--- config.mk ---
export PLATFORM = sky130hd
export DESIGN_NAME = pre_decode_ras
export DESIGN_NICKNAME = d
export VERILOG_FILES = /design/src/rtl/pre_decode_ras.sv
export SDC_FILE = /design/constraint.sdc
export NUM_CORES = 1
export LEC_CHECK = 0
export CAP_MARGIN = 20
export CORE_ASPECT_RATIO = 2
export CORE_MARGIN = 10
export CORE_UTILIZATION = 55
export DETAILED_ROUTE_END_ITERATION = 8
export GPL_TIMING_DRIVEN = 0
export PLACE_DENSITY = 0.79
export SYNTH_ARGS = -nofsm -noshare
export SYNTH_HDL_FRONTEND = slang
export SYNTH_SLANG_ARGS = --single-unit
--- constraint.sdc ---
create_clock -name clk_i -period 2.6 [get_ports clk_i]
set_input_delay 0.78 -clock clk_i [delete_from_list [all_inputs] [get_ports clk_i]]
set_output_delay 0.78 -clock clk_i [all_outputs]
set_load 0.02 [all_outputs]
--- src/rtl/pre_decode_ras.sv ---
// Fetch pre-decoder: finds the first JAL/JALR in a bundle, classifies it and predicts its
// target. A speculative circular return-address stack supplies the targets of returns.
module pre_decode_ras #(
    parameter int unsigned FETCH_WIDTH = 2,
    parameter int unsigned XLEN        = 32,
    parameter int unsigned RAS_DEPTH   = 8,
    localparam int unsigned SLOT_W     = (FETCH_WIDTH > 1) ? $clog2(FETCH_WIDTH) : 1
) (
    input  logic                     clk_i,
    input  logic                     rst_ni,
    input  logic                     bundle_vld_i,
    output logic                     bundle_rdy_o,
    input  logic [XLEN-1:0]          pc_i,
    input  logic [32*FETCH_WIDTH-1:0] instr_data_i,
    input  logic [FETCH_WIDTH-1:0]   instr_vld_i,
    input  logic                     flush_i,
    input  logic                     ras_clear_i,
    output logic                     pd_vld_o,
    input  logic                     pd_rdy_i,
    output logic [XLEN-1:0]          pd_pc_o,
    output logic [32*FETCH_WIDTH-1:0] pd_instr_o,
    output logic [FETCH_WIDTH-1:0]   pd_slot_vld_o,
    output logic                     pd_jump_o,
    output logic [SLOT_W-1:0]        pd_jump_slot_o,
    output logic                     pd_call_o,
    output logic                     pd_return_o,
    output logic                     redirect_o,
    output logic [XLEN-1:0]          redirect_pc_o,
    output logic                     ras_empty_o
);

    localparam int unsigned PTR_W = $clog2(RAS_DEPTH);
    localparam int unsigned CNT_W = PTR_W + 1;
    localparam logic [6:0]  OP_JAL  = 7'b1101111;
    localparam logic [6:0]  OP_JALR = 7'b1100111;

    function automatic logic is_link(input logic [4:0] r);
        return (r == 5'd1) || (r == 5'd5);
    endfunction

    logic                      r_vld;
    logic [XLEN-1:0]           r_pc;
    logic [32*FETCH_WIDTH-1:0] r_instr;
    logic [FETCH_WIDTH-1:0]    r_slot_vld;
    logic                      r_jump;
    logic [SLOT_W-1:0]         r_jump_slot;
    logic                      r_call;
    logic                      r_return;
    logic                      r_redirect;
    logic [XLEN-1:0]           r_redirect_pc;

    logic [XLEN-1:0]           r_ras [RAS_DEPTH];
    logic [PTR_W-1:0]          r_ptr;
    logic [CNT_W-1:0]          r_cnt;

    logic                      w_found;
    logic [SLOT_W-1:0]         w_slot;
    logic [31:0]               w_instr;
    logic [FETCH_WIDTH-1:0]    w_mask;

    // Priority scan for the first valid jump; later slots are masked off.
    always_comb begin
        w_found = 1'b0;
        w_slot  = '0;
        w_instr = '0;
        w_mask  = instr_vld_i;
        for (int k = 0; k < FETCH_WIDTH; k++) begin
            if (w_found) begin
                w_mask[k] = 1'b0;
            end else if (instr_vld_i[k] && ((instr_data_i[32*k +: 7] == OP_JAL) ||
                                            (instr_data_i[32*k +: 7] == OP_JALR))) begin
                w_found = 1'b1;
                w_slot  = SLOT_W'(k);
                w_instr = instr_data_i[32*k +: 32];
            end
        end
    end

    logic [4:0]       w_rd;
    logic [4:0]       w_rs1;
    logic             w_is_jal;
    logic             w_is_jalr;
    logic             w_call;
    logic             w_return;
    logic [XLEN-1:0]  w_slot_pc;
    logic [XLEN-1:0]  w_link_pc;
    logic [XLEN-1:0]  w_imm_j;
    logic [PTR_W-1:0] w_ptr_m1;
    logic             w_ras_nonempty;
    logic             w_redirect;
    logic [XLEN-1:0]  w_redirect_pc;
    logic             w_accept;

    assign w_rd           = w_instr[11:7];
    assign w_rs1          = w_instr[19:15];
    assign w_is_jal       = w_found && (w_instr[6:0] == OP_JAL);
    assign w_is_jalr      = w_found && (w_instr[6:0] == OP_JALR);
    assign w_call         = w_found && is_link(w_rd);
    assign w_return       = w_is_jalr && is_link(w_rs1) && !(is_link(w_rd) && (w_rd == w_rs1));
    assign w_slot_pc      = pc_i + (XLEN'(w_slot) << 2);
    assign w_link_pc      = w_slot_pc + XLEN'(4);
    assign w_imm_j        = {{(XLEN-21){w_instr[31]}}, w_instr[31], w_instr[19:12],
                             w_instr[20], w_instr[30:21], 1'b0};
    assign w_ptr_m1       = r_ptr - PTR_W'(1);
    assign w_ras_nonempty = (r_cnt != '0);
    assign w_redirect     = w_is_jal || (w_return && w_ras_nonempty);
    assign w_redirect_pc  = w_is_jal   ? (w_slot_pc + w_imm_j) :
                            w_redirect ? r_ras[w_ptr_m1] : '0;

    assign bundle_rdy_o = !r_vld || pd_rdy_i;
    assign w_accept     = bundle_vld_i && bundle_rdy_o && !flush_i;

    always_ff @(posedge clk_i or negedge rst_ni) begin
        if (!rst_ni) begin
            r_vld         <= 1'b0;
            r_pc          <= '0;
            r_instr       <= '0;
            r_slot_vld    <= '0;
            r_jump        <= 1'b0;
            r_jump_slot   <= '0;
            r_call        <= 1'b0;
            r_return      <= 1'b0;
            r_redirect    <= 1'b0;
            r_redirect_pc <= '0;
        end else if (flush_i) begin
            r_vld <= 1'b0;
        end else if (w_accept) begin
            r_vld         <= 1'b1;
            r_pc          <= pc_i;
            r_instr       <= instr_data_i;
            r_slot_vld    <= w_mask;
            r_jump        <= w_found;
            r_jump_slot   <= w_slot;
            r_call        <= w_call;
            r_return      <= w_return;
            r_redirect    <= w_redirect;
            r_redirect_pc <= w_redirect_pc;
        end else if (pd_rdy_i) begin
            r_vld <= 1'b0;
        end
    end

    // r_ptr is the next write slot; the top of stack lives at r_ptr-1.
    always_ff @(posedge clk_i or negedge rst_ni) begin
        if (!rst_ni) begin
            r_ptr <= '0;
            r_cnt <= '0;
            for (int i = 0; i < RAS_DEPTH; i++) begin
                r_ras[i] <= '0;
            end
        end else if (ras_clear_i) begin
            r_ptr <= '0;
            r_cnt <= '0;
        end else if (w_accept) begin
            if (w_call && w_return && w_ras_nonempty) begin
                r_ras[w_ptr_m1] <= w_link_pc;
            end else if (w_call) begin
                r_ras[r_ptr] <= w_link_pc;
                r_ptr        <= r_ptr + PTR_W'(1);
                if (r_cnt != CNT_W'(RAS_DEPTH)) begin
                    r_cnt <= r_cnt + CNT_W'(1);
                end
            end else if (w_return && w_ras_nonempty) begin
                r_ptr <= w_ptr_m1;
                r_cnt <= r_cnt - CNT_W'(1);
            end
        end
    end

    assign pd_vld_o       = r_vld;
    assign pd_pc_o        = r_pc;
    assign pd_instr_o     = r_instr;
    assign pd_slot_vld_o  = r_slot_vld;
    assign pd_jump_o      = r_jump;
    assign pd_jump_slot_o = r_jump_slot;
    assign pd_call_o      = r_call;
    assign pd_return_o    = r_return;
    assign redirect_o     = r_redirect;
    assign redirect_pc_o  = r_redirect_pc;
    assign ras_empty_o    = (r_cnt == '0);

endmodule

==> results of run 1 <==
-- kinds of logic after synthesis --
family | share of synthesized area, %
flip-flops | 48.3
AND/OR/NAND/NOR | 18.6
buffers and inverters | 3.85
AO/OA/AOI/OAI | 15.3
adder cells (fa/ha/maj) | 2.50
XOR/XNOR | 3.63
multiplexers | 7.73
-- flip-flops by register name, indices dropped and copies added, names as in the netlist --
register        flops
redirect_pc_o      32
redirect_o          1
pd_jump_o           1
pd_slot_vld_o       2
pd_pc_o            32
r_ras             256
r_cnt               4
pd_instr_o         64
pd_vld_o            1
pd_return_o         1
pd_call_o           1
r_ptr               3
pd_jump_slot_o      1
-- repair_timing --
| item | 4_1_cts | 5_1_grt |
|---|---|---|
| setup buffers | 81 | 22 |
| pin swaps | 83 | 36 |
| hold endpoints to repair | 0 | 0 |
| gates resized for setup | 261 | 74 |
| endpoints found under the setup margin | 396 | 399 |
-- per-layer routing --
layer | up-vias | wire (um) | track usage (%)
met3 | 396 | 5320 | 6.77
met2 | 1066 | 40000 | 58.1
met5 | - | 0 | 0
li1 | 8439 | - | -
met1 | 9419 | 24700 | 31.5
met4 | 0 | 7110 | 26.7
-- synth_stat cells (3+ instances only) --
cell type and number:
nand3b_1 6, nor4b_1 5, nor4_1 9, dfrtp_1 399, o21a_1 3, a41oi_1 3
o31ai_1 3, buf_2 33, nor3_1 18, mux2_1 12, a21o_1 13, a22oi_1 66
nand4_1 18, inv_1 25, nand2b_1 14, xor2_1 22, a31oi_4 7, nand2_1 603
or4_1 5, buf_4 16, xnor2_2 4, a22o_1 22, o21ai_1 18, ha_1 38
and4_1 5, or2_2 3, or3_1 4, a21oi_1 32, o21ai_0 247, mux2_2 16
xnor2_1 53, a211oi_1 6, o211ai_1 8, o21bai_1 5, nor2_1 76, buf_6 7
o22ai_1 6, nor2b_1 5, nand3_1 59, clkbuf_1 86, mux2i_1 128, buf_1 4
and3_1 11, a31oi_1 36, and2_1 11
-- metrics by stage --
| step | setup TNS (ps) | utilization (%) | power, uW |
|---|---|---|---|
| floorplan | -313860 | - | 7720 |
| global placement | -7172490 | 64.6 | 8880 |
| detailed placement | -792610 | 64.9 | 8940 |
| CTS | -335620 | 72.7 | 15000 |
| global route | -405510 | 73.8 | 15500 |
| finish | -374480 | 73.8 | 15100 |
-- power by group through the flow --
stage                     Sequential, uW  Clock [uW]  Combinational, uW
after detailed placement            6780           0               2160
final                               6670        6090               2310
after global placement              6780           0               2100
after floorplan                     7110           0                606
after CTS                           6670        6060               2270
after global routing                6700        6310               2460
-- critical path: cells and delay by family --
family,cells,cell delay [ps]
XOR/XNOR,1,190
buffers and inverters,5,860
AO/OA/AOI/OAI,7,1470
adder cells (fa/ha/maj),3,520
AND/OR/NAND/NOR,6,1320
-- cell type report --
| class | instances | area (um2) | area share (%) |
|---|---|---|---|
| flip-flops and latches | 399 | 9980 | 36.4 |
| diodes | 1 | 2.50 | 0.00912 |
| well taps | 459 | 574 | 2.09 |
| inverters | 25 | 93.8 | 0.342 |
| clock buffers | 54 | 1080 | 3.93 |
| clock inverters | 13 | 244 | 0.889 |
| multi-input cells | 1651 | 11300 | 41.1 |
| repair buffers | 337 | 3300 | 12.0 |
| plain buffers | 144 | 876 | 3.19 |
-- how the worst max path moves through the flow --
| stage | startpoint | to | slack (ps) | cells past startpoint |
|---|---|---|---|---|
| global route | instr_data_i[36] | redirect_pc_o[31]$_DFFE_PN0P_ | -2080 | 22 |
| floorplan | instr_data_i[5] | redirect_pc_o[31]$_DFFE_PN0P_ | -2150 | 20 |
| global placement | rst_ni | r_ras[151]$_DFFE_PN0P_ | -16010 | 1 |
| CTS | instr_data_i[36] | redirect_pc_o[31]$_DFFE_PN0P_ | -1870 | 21 |
| detailed placement | instr_data_i[34] | redirect_pc_o[31]$_DFFE_PN0P_ | -3550 | 20 |
| finish | instr_data_i[0] | redirect_pc_o[31]$_DFFE_PN0P_ | -2050 | 22 |
==> results.toml, run 1 <==
[global_route]
grt_pass1_vias = 20300
grt_max_degree = 126
grt_use_total_pct = 32.6
gr-total-overflow = 0
antenna_found_initial = 1
grt_pass1_wl_um = 116000

[finish]
area_growth_pct = 32.9
fill_cells = 2545
final_area_um2 = 27400
layout.cells.non_filler = 3083
final_layout_size_suffix_gt1_share_pct = 17.9
mostFrequentLayoutCell = "nand2_1"
final_cell_mix = "593 x nand2_1, 399 x dfrtp_1, 215 x clkdlybuf4s50_1"
layout.nets = 2739

[critical_path]
cp_common_cell = "ha_4"
worstReg2RegStart = "r_ptr[0]$_DFFE_PN0P_"
cpPeakStageDelay_ps = 520
crit_required_ps = 3100
worstSetupStartpointType = "input pin"
crit_chain = "clkdlybuf4s15_1 -> and3_4 -> a211oi_4 -> buf_8 -> ha_4 -> ha_4 -> and4_4 -> buf_8 -> clkbuf_16 -> nand2_4 -> xnor2_4 -> ha_4 -> a211oi_4 -> o21bai_4 -> nor3_4 -> nor4_4 -> buf_4 -> o21ai_4 -> a31oi_4 -> or4_1 -> a31o_2 -> a21oi_2"
ff2ff_setup_slack_ps = -850
cp_slowest_cell = "or4_1"
r2r_end = "redirect_pc_o[21]$_DFFE_PN0P_"
endpoint_kind = "flop"
crit_fanout = 8
crit_arrival_ps = 5140
critical_path_class = "input pin to flop"
r2r_cells = 8

[floorplan]
start_util_pct = 55.6
die_w_um = 157
ios = 242
dieHeight_um = 294
rows = 100
core_area_um2 = 37200
die_area_um2 = 46200

[sta]
setup_violations = 399
skew_ps = 15.9
report.final.slew_viol_count = 0
worst_slew_pin_slew_ps = 1140
grt_setup_unrepaired = "yes"
setup_ws_ps = -2050
holdWs_ps = 133
fin_crit_ps = 4650
max_freq_mhz = 215
finalHoldViolations = 0
slew_headroom_pct = 23.7
timing.final.crit_share_pct = 179

[cts]
clk_pin_slew_ps = 70
cts_buffer_depth = 3
cts_tree = "built"
h-tree-depth = 2
cts_made_buffers = 37
clockRootBuffer = "clkbuf_16"
cts.sinks = 399
holdBufCountCts = 0
clkLatencyLatePin_ps = 570

[routing]
drtAntennaViolNets = 0
drc = 0
wl_um = 77100
drt_iter0_drc = 1562
firstDrtPassIters = 5
vias_per_cell = 6.27
wl_per_cell_um = 25.0
dr_total_vias = 19300

[placed_design]
dp_slack_ps = -3550
gp_congestion = 0.948
dp_hpwl_um = 55600
placed_area_um2 = 24100
port_buffers = 232
place_inst = 2916

[outcome]
status = "finished with violations"
violations = "negative setup slack"

[synthesis]
synth_seq_cells = 399
synth.avg_cell_area_um2 = 9.30
synth_edf_count = 0
syn-instance-count = 2221
synth_warnings = 0
ys_types = 81
synthArstFlopShare_pct = 100
synth_fp_nets = 2365
synth_area_leaders = "dfrtp_1 48%, nand2_1 11%, mux2i_1 6.2%"
synth_ff_type = "dfrtp_1"
synth_area_um2 = 20700
ys_seq_area_share_pct = 48.3
synth_top_area_share_pct = 48.3
synth.largest_area_cell = "dfrtp_1"

[pwr]
cellPowerDensity_nw_per_um2 = 549
power_frac_clock_pct = 40.4
ir_worst_vdd_v = 0.000672
p_sw_share_pct = 27.2
p_comb_share_pct = 15.4
seqPwrFrac_pct = 44.3
p_int_uw = 11000
power.switching_uw = 4110
p_leak_uw = 0.0119

[run]
drv_cap = 0

[min_path]
min_path_type = "input pin to asynchronous set/reset pin"
Power figures use the tool's default switching activity.
==> run 2: changes to the inputs <==
--- a/config.mk
+++ b/config.mk
@@ -5,7 +5,7 @@
 export SDC_FILE = /design/constraint.sdc
 export NUM_CORES = 1
 export LEC_CHECK = 0
-export CAP_MARGIN = 20
+export CAP_MARGIN = 30
 export CORE_ASPECT_RATIO = 2
 export CORE_MARGIN = 10
 export CORE_UTILIZATION = 55
==> run 2 against run 1 <==
Effect of this change:
- the run still ends with negative setup slack left
- critical path depth grew 2
- combinational power is essentially flat
- non-clock buffer count down 24
- worst hold slack lost 9.0 ps
- sequential cell count is the same
- highest routed layer unchanged
==> results.toml, run 2 (synthesis results as in run 1) <==
[outcome]
status = "finished with violations"
violations = "negative setup slack"

[min_path]
min_path_type = "input pin to asynchronous set/reset pin"

[global_route]
grt_pass1_wl_um = 114000
grt_pass1_vias = 20200
gr-total-overflow = 0
antenna_found_initial = 1
grt_max_degree = 126
grt_use_total_pct = 32.1

[sta]
worst_slew_pin_slew_ps = 1250
skew_ps = 23.8
setup_ws_ps = -1980
max_freq_mhz = 218
report.final.slew_viol_count = 0
holdWs_ps = 124
finalHoldViolations = 0
timing.final.crit_share_pct = 176
fin_crit_ps = 4580
setup_violations = 399
grt_setup_unrepaired = "yes"
slew_headroom_pct = 16.6

[routing]
firstDrtPassIters = 7
drt_iter0_drc = 1525
vias_per_cell = 6.28
drtAntennaViolNets = 0
drc = 0
wl_per_cell_um = 24.8
wl_um = 75800
dr_total_vias = 19200

[floorplan]
dieHeight_um = 294
rows = 100
ios = 242
core_area_um2 = 37200
start_util_pct = 55.6
die_w_um = 157
die_area_um2 = 46200

[finish]
area_growth_pct = 30.4
final_cell_mix = "593 x nand2_1, 399 x dfrtp_1, 216 x clkdlybuf4s50_1"
layout.nets = 2715
final_layout_size_suffix_gt1_share_pct = 15.9
largest_reg_flops = 256
largest_register = "r_ras"
fill_cells = 2610
layout.cells.non_filler = 3053
mostFrequentLayoutCell = "nand2_1"

[critical_path]
worstReg2RegStart = "r_ptr[0]$_DFFE_PN0P_"
path_buf_inv = 9
cp_slowest_cell = "ha_1"
critical_path_class = "input pin to flop"
crit_required_ps = 3050
endpoint_kind = "flop"
ff2ff_setup_slack_ps = -1080
cp-endpoint = "redirect_pc_o[27]$_DFFE_PN0P_"
cp.depth = 24
worstSetupStartpointType = "input pin"
crit_start = "instr_data_i[36]"
r2r_end = "redirect_pc_o[29]$_DFFE_PN0P_"
cp_top_family = "buffers and inverters"
cpPeakStageDelay_ps = 410
crit_chain = "buf_6 -> nand4b_1 -> a211oi_4 -> buf_8 -> ha_2 -> buf_6 -> nand2_1 -> buf_6 -> buf_4 -> nor3_2 -> nand4_1 -> xnor2_2 -> ha_1 -> and3_1 -> nand2_1 -> a21oi_1 -> o21ai_4 -> buf_4 -> buf_4 -> buf_4 -> buf_6 -> a21oi_1 -> o21ai_1 -> a31oi_1"
crit_fanout = 5
crit_arrival_ps = 5040
r2r_cells = 8

[pwr]
cellPowerDensity_nw_per_um2 = 550
ir_worst_vdd_v = 0.000599
total_power_uw = 14800
p_leak_uw = 0.0116

[cts]
clkLatencyLatePin_ps = 560
cts_made_buffers = 37
clockRootBuffer = "clkbuf_16"
cts.sinks = 399
h-tree-depth = 2
cts_tree = "built"
cts_buffer_depth = 3
clk_pin_slew_ps = 70

[placed_design]
dp_hpwl_um = 55800
dp_slack_ps = -3550
port_buffers = 232
gp_congestion = 0.948
place_inst = 2920

[run]
drv_cap = 0
[run 2: layout make-up]
class                           count  area [um2]  area share [%]
Clock inverter                     10         193           0.716
Sequential cell                   399        9980            37.1
Multi-Input combinational cell   1651       11100            41.3
Buffer                            144         766            2.84
Clock buffer                       51        1080            4.01
Timing Repair Buffer              313        3100            11.5
Inverter                           25        93.8           0.349
Tap cell                          459         574            2.13
Antenna cell                        1        2.50         0.00929
[run 2: routing by layer]
metal,global-route usage [%],part of all wire [%],vias to the layer above
met5,0,0,-
met4,24.3,8.9,0
met3,6.83,7.2,388
met2,57.8,52,1047
met1,31.0,32,9349
li1,-,-,8395
[run 2: where the power goes]
| part | internal (uW) | switching (uW) |
|---|---|---|
| clock network | 3400 | 2450 |
| registers | 6490 | 182 |
| logic | 947 | 1330 |
[run 2: worst min-delay path by stage]
| stage | start | to | slack (ps) | cells past startpoint |
|---|---|---|---|---|
| after floorplan | r_ras[130]$_DFFE_PN0P_ | r_ras[130]$_DFFE_PN0P_ | 450 | 2 |
| after global placement | pd_return_o$_DFFE_PN0P_ | pd_return_o$_DFFE_PN0P_ | 450 | 2 |
| after detailed placement | pd_instr_o[48]$_DFFE_PN0P_ | pd_instr_o[48]$_DFFE_PN0P_ | 460 | 2 |
| after CTS | rst_ni | pd_pc_o[8]$_DFFE_PN0P_ | 150 | 1 |
| after global routing | rst_ni | pd_instr_o[26]$_DFFE_PN0P_ | 170 | 1 |
| final | rst_ni | pd_pc_o[2]$_DFFE_PN0P_ | 120 | 1 |
[run 2: repair_timing]
item / 4_1_cts / 5_1_grt
pin swaps: 83 / 43
cloned: 0 / 0
hold buffers: 0 / 0
buffers inserted: 54 / 17
gates resized for setup: 144 / 88
setup endpoints to repair: 400 / 400
[run 2: through the flow]
step / TNS (ps) / area (um2) / utilization, %
finish: -373990 / 26900 / 72.5
global route: -417480 / 26900 / 72.5
CTS: -362940 / 26400 / 71.2
detailed placement: -788600 / 24200 / 65.0
global placement: -7172490 / 24000 / 64.6
floorplan: -313860 / 21100 / -
